<file path="src/rtl/window_scheduler.sv">
// Raster-scan 3x3 window sequencer: buffers two lines in a shift chain, emits one
// zero-masked neighbourhood plus kernel-select code per pixel, then drains the frame tail.
module window_scheduler #(
   parameter int DATA_WIDTH = 8,
   parameter int IMG_WIDTH  = 4,
   parameter int IMG_HEIGHT = 3
) (
   input  logic                  clk,
   input  logic                  rst_n,
   input  logic                  frame_start,
   input  logic                  in_valid,
   output logic                  in_ready,
   input  logic [DATA_WIDTH-1:0] in_data,
   output logic                  out_valid,
   input  logic                  out_ready,
   output logic [DATA_WIDTH-1:0] line0_data0,
   output logic [DATA_WIDTH-1:0] line0_data1,
   output logic [DATA_WIDTH-1:0] line0_data2,
   output logic [DATA_WIDTH-1:0] line1_data0,
   output logic [DATA_WIDTH-1:0] line1_data1,
   output logic [DATA_WIDTH-1:0] line1_data2,
   output logic [DATA_WIDTH-1:0] line2_data0,
   output logic [DATA_WIDTH-1:0] line2_data1,
   output logic [DATA_WIDTH-1:0] line2_data2,
   output logic [3:0]            corner_type,
   output logic                  frame_done
);

   // state | meaning
   // IDLE  | waiting for frame_start, no handshakes
   // FILL  | accepting the first W+1 pixels, no windows yet
   // RUN   | one window per accepted pixel
   // FLUSH | shifting W+1 zero pixels to drain the last windows

   localparam int CHAIN = 2*IMG_WIDTH + 3;
   localparam int CW    = $clog2(IMG_WIDTH);
   localparam int RW    = $clog2(IMG_HEIGHT);
   localparam int FW    = $clog2(IMG_WIDTH + 2);
   localparam logic [CW-1:0] COL_LAST = CW'(IMG_WIDTH - 1);
   localparam logic [RW-1:0] ROW_LAST = RW'(IMG_HEIGHT - 1);
   localparam logic [FW-1:0] FL_INIT  = FW'(IMG_WIDTH + 1);

   typedef enum logic [1:0] {IDLE, FILL, RUN, FLUSH} state_t;

   state_t                             state_q;
   logic [CHAIN-1:0][DATA_WIDTH-1:0]   chain_q;
   logic [CHAIN-1:0][DATA_WIDTH-1:0]   chain_d;
   logic [8:0][DATA_WIDTH-1:0]         win_q;
   logic [8:0][DATA_WIDTH-1:0]         win_d;
   logic [3:0]                         corner_q;
   logic [3:0]                         corner_d;
   logic                               out_valid_q;
   logic                               frame_done_q;
   logic [CW-1:0]                      in_col_q;
   logic [RW-1:0]                      in_row_q;
   logic [CW-1:0]                      win_col_q;
   logic [RW-1:0]                      win_row_q;
   logic [FW-1:0]                      fl_cnt_q;

   logic                  slot_free;
   logic                  accept;
   logic                  flush_shift;
   logic                  load;
   logic                  out_hs;
   logic [DATA_WIDTH-1:0] pix;

   assign slot_free   = !out_valid_q || out_ready;
   assign in_ready    = (state_q == FILL) || ((state_q == RUN) && slot_free);
   assign accept      = in_valid && in_ready;
   assign flush_shift = (state_q == FLUSH) && (fl_cnt_q != '0) && slot_free;
   assign load        = ((state_q == RUN) && accept) || flush_shift;
   assign out_hs      = out_valid_q && out_ready;
   assign pix         = accept ? in_data : '0;
   assign chain_d     = {chain_q[CHAIN-2:0], pix};

   // Newest pixel sits at chain index 0, so the centre of the window being loaded
   // is W+1 pixels back; line K starts (2-K)*W+2 entries into the chain.
   always_comb begin
      logic keep;
      win_d = '0;
      keep  = 1'b0;
      for (int k = 0; k < 3; k++) begin
         for (int j = 0; j < 3; j++) begin
            keep = !((k == 0 && win_row_q == '0)      ||
                     (k == 2 && win_row_q == ROW_LAST) ||
                     (j == 0 && win_col_q == '0)      ||
                     (j == 2 && win_col_q == COL_LAST));
            if (keep)
               win_d[k*3+j] = chain_d[(2-k)*IMG_WIDTH + 2 - j];
         end
      end
   end

   always_comb begin
      corner_d = 4'd8;
      if (win_col_q == '0)
         corner_d = (win_row_q == '0) ? 4'd1 : (win_row_q == ROW_LAST) ? 4'd5 : 4'd3;
      else if (win_col_q == COL_LAST)
         corner_d = (win_row_q == '0) ? 4'd2 : (win_row_q == ROW_LAST) ? 4'd6 : 4'd4;
   end

   always_ff @(posedge clk or negedge rst_n) begin
      if (!rst_n) begin
         state_q      <= IDLE;
         chain_q      <= '0;
         win_q        <= '0;
         corner_q     <= '0;
         out_valid_q  <= 1'b0;
         frame_done_q <= 1'b0;
         in_col_q     <= '0;
         in_row_q     <= '0;
         win_col_q    <= '0;
         win_row_q    <= '0;
         fl_cnt_q     <= '0;
      end else begin
         frame_done_q <= 1'b0;

         if (accept || flush_shift)
            chain_q <= chain_d;

         if (accept) begin
            if (in_col_q == COL_LAST) begin
               in_col_q <= '0;
               in_row_q <= (in_row_q == ROW_LAST) ? '0 : in_row_q + 1'b1;
            end else begin
               in_col_q <= in_col_q + 1'b1;
            end
         end

         if (load) begin
            win_q       <= win_d;
            corner_q    <= corner_d;
            out_valid_q <= 1'b1;
            if (win_col_q == COL_LAST) begin
               win_col_q <= '0;
               win_row_q <= (win_row_q == ROW_LAST) ? '0 : win_row_q + 1'b1;
            end else begin
               win_col_q <= win_col_q + 1'b1;
            end
         end else if (out_hs) begin
            out_valid_q <= 1'b0;
            corner_q    <= '0;
         end

         if (flush_shift)
            fl_cnt_q <= fl_cnt_q - 1'b1;

         case (state_q)
            IDLE: begin
               if (frame_start) begin
                  state_q   <= FILL;
                  chain_q   <= '0;
                  in_col_q  <= '0;
                  in_row_q  <= '0;
                  win_col_q <= '0;
                  win_row_q <= '0;
               end
            end
            FILL: begin
               if (accept && in_row_q == RW'(1) && in_col_q == '0)
                  state_q <= RUN;
            end
            RUN: begin
               if (accept && in_row_q == ROW_LAST && in_col_q == COL_LAST) begin
                  state_q  <= FLUSH;
                  fl_cnt_q <= FL_INIT;
               end
            end
            FLUSH: begin
               if (fl_cnt_q == '0 && out_hs) begin
                  state_q      <= IDLE;
                  frame_done_q <= 1'b1;
               end
            end
            default: state_q <= IDLE;
         endcase
      end
   end

   assign out_valid   = out_valid_q;
   assign corner_type = corner_q;
   assign frame_done  = frame_done_q;
   assign line0_data0 = win_q[0];
   assign line0_data1 = win_q[1];
   assign line0_data2 = win_q[2];
   assign line1_data0 = win_q[3];
   assign line1_data1 = win_q[4];
   assign line1_data2 = win_q[5];
   assign line2_data0 = win_q[6];
   assign line2_data1 = win_q[7];
   assign line2_data2 = win_q[8];

endmodule

</file>
<file path="config.mk">
export PLATFORM = sky130hd
export DESIGN_NAME = window_scheduler
export DESIGN_NICKNAME = d
export VERILOG_FILES = /design/src/rtl/window_scheduler.sv
export SDC_FILE = /design/constraint.sdc
export NUM_CORES = 1
export LEC_CHECK = 0
export ABC_AREA = 1
export BUFFER_PORTS_ARGS = -buffer_cell sky130_fd_sc_hd__buf_2
export CAP_MARGIN = 20
export CORE_MARGIN = 1
export CORE_UTILIZATION = 50
export CTS_CLUSTER_SIZE = 40
export DETAILED_ROUTE_END_ITERATION = 12
export PLACE_DENSITY_LB_ADDON = 0.3
export SLEW_MARGIN = 10
export SYNTH_ARGS = -nofsm -noshare
export SYNTH_HDL_FRONTEND = slang
export SYNTH_SLANG_ARGS = --single-unit
</file>
<file path="constraint.sdc">
create_clock -name clk -period 3.32 [get_ports clk]
set_input_delay 0.664 -clock clk [delete_from_list [all_inputs] [get_ports clk]]
set_output_delay 0.664 -clock clk [all_outputs]
set_load 0.1 [all_outputs]
</file>
==> results.cfg <==
[floorplanning]
die_w_um = 121
start_util_pct = 51.1
fp.dieArea_mm2 = 0.0147
io_pins = 92
die_y_um = 121
num_rows = 43
core-area_mm2 = 0.0139

[finish]
ff_latch_area_mm2 = 0.00428
area_growth_pct = 15.9
final.fill_count = 1272
final_cell_mix = nand2_1, dfrtp_1, nor2_1, buf_2, o21ai_0
final_common_cell = nand2_1
multi_input_area_mm2 = 0.00248
drive_gt1_share_pct = 16.8
fin_nets = 901
n_antenna_cell = 0

[detailed_routing]
vias = 5541
drt-met1-wl_um = 7140
drtPass1Iterations = 8
vias_per_cell = 5.18
wire_per_inst_um = 14.6
met3WireLength_um = 633
drt_iter0_drc = 467
ant_nets = 0
route.detailed.drc = 2
wirelength_um = 15600
top_layer = met4
met2_length_um = 7500

[clock_network]
cts_tree = done
post_cts_buffers = 0
htreeDepth = 4
cts_made_buffers = 17
path_clk_slew_ns = 0.06
clock_path_buffers = 2
cts_hold_buf = 0
clk_latency_ns = 0.43
clock_sinks = 171
ctsResizeCount = 0
root_buffer = clkbuf_16

[critical_path]
start_kind = flop
critPathRequiredTime_ns = 2.66
crit_fanout = 5
cp-end-kind = output pin
critPathKind = reg -> out
crit_arrival_ns = 1.84

[timing]
slew_headroom_pct = 52.0
fmax_ghz = 0.400
grt_setup_unrepaired = false
tightest_slew_ns = 0.720
period_needed_ns = 2.50
fin_crit_sh_pct = 75.4
slew_violations = 0
hold_viol_final = 0
fin_skew_ns = 0.00729
setup_viol = 0
setup_tns_ns = 0

[synth]
syn_avg_cell_area_um2 = 8.90
ys_types = 26
seq_area_frac_synth_pct = 60.3
yosys_warnings = 0
syn_nets = 822
synth_edf_count = 0
synth-main-ff-cell = dfrtp_1
ys_ff_latch = 171
async_flop_share_pct = 100
synthCells = 798
synth_area_mm2 = 0.00710

[placement]
post-dp-hpwl_um = 9810
gp_congestion = 0.814
port_buffers = 91

[run_status]
status = finished, violations left
violations = design-rule violations

[grt]
grt_overflow_total = 0
track_usage_pct = 23.0
grt_pass1_vias = 5384
grt_pass1_wl_um = 26200
grt_antenna_before_repair = 0
grt_max_degree = 78

[worst_hold_path]
hold_class = in -> async

[run]
maxCapViolCount = 0
==> final timing paths <==
path	slack [ns]	startpoint	depth (start not counted)	to
max in group asynchronous	2.26	rst_n	2	chain_d[12]$_DFF_PN0_
worst max-delay path	0.82	state_q[0]$_DFFE_PN0P_	5	in_ready
worst max register to register	1.23	state_q[0]$_DFFE_PN0P_	10	chain_d[74]$_DFF_PN0_
min in group clk	0.47	line1_data0[3]$_DFFE_PN0N_	2	line1_data0[3]$_DFFE_PN0N_
worst min-delay path	0.27	rst_n	1	line0_data0[0]$_DFFE_PN0N_
worst min register to register	0.47	line1_data0[3]$_DFFE_PN0N_	2	line1_data0[3]$_DFFE_PN0N_
==> sequential cells by signal, summed over array words and instances (netlist names), 3 cells and up <==
register	cells
line2_data0	8
line2_data1	8
line0_data0	8
line0_data2	8
line1_data0	8
corner_type	4
line2_data2	8
line0_data1	8
fl_cnt_q	3
line1_data1	8
line1_data2	8
chain_d	80
==> synthesized netlist by cell type (7+ instances only) <==
master / number / area [um2]
o21ai_1: 9 / 45.0
buf_2: 19 / 95.1
a21oi_1: 16 / 80.1
ha_1: 11 / 138
o21ai_0: 79 / 395
clkbuf_1: 15 / 56.3
dfrtp_1: 171 / 4280
inv_1: 22 / 82.6
nand2_1: 192 / 721
buf_6: 7 / 78.8
nand3_1: 72 / 360
nor2_1: 159 / 597
==> through the flow <==
step                      hold slack (ns)  util (%)  setup WS, ns  cell area, um2  std cells
after floorplan                     0.368         -         0.927            7100        798
after global placement              0.453      55.2          1.16            7660       1038
after detailed placement            0.458      55.2          1.11            7660       1038
after CTS                           0.303      59.3         0.797            8230       1069
after global routing                0.315      59.3         0.709            8230       1069
final                               0.273      59.3         0.817            8230       1069
==> kinds of logic (layout without fill, tap and decap cells) <==
logic type / count (synthesis) / in the layout / share of synthesized area, %
simple gates: 433 / 433 / 24.7
flops: 171 / 171 / 60.3
compound gates: 112 / 112 / 8.23
buf+inv: 71 / 162 / 4.88
fa+ha+maj: 11 / 11 / 1.94
==> area by class of cell <==
type,instances,share of cell area [%]
Sequential cell,171,52.0
Multi-Input combinational cell,556,30.1
Timing Repair Buffer,102,6.92
Clock buffer,21,5.84
Tap cell,180,2.74
Inverter,29,1.32
Clock inverter,10,1.12
==> routing by layer <==
metal,global-route usage [%],vias to the layer above
met5,0,-
met4,8.72,0
met3,4.70,22
met2,36.4,134
met1,31.3,2671
li1,-,2714
==> critical path, cell delays in order (launching register included) <==
cell and delay (ns):
dfrtp_1 0.42, inv_1 0.12, ha_1 0.25, nand2_1 0.09
nand2_2 0.10, buf_2 0.44
Power is left out: the tool's default activity adds up to more than one toggle a clock period on the data nets, which glitch-free logic cannot reach.
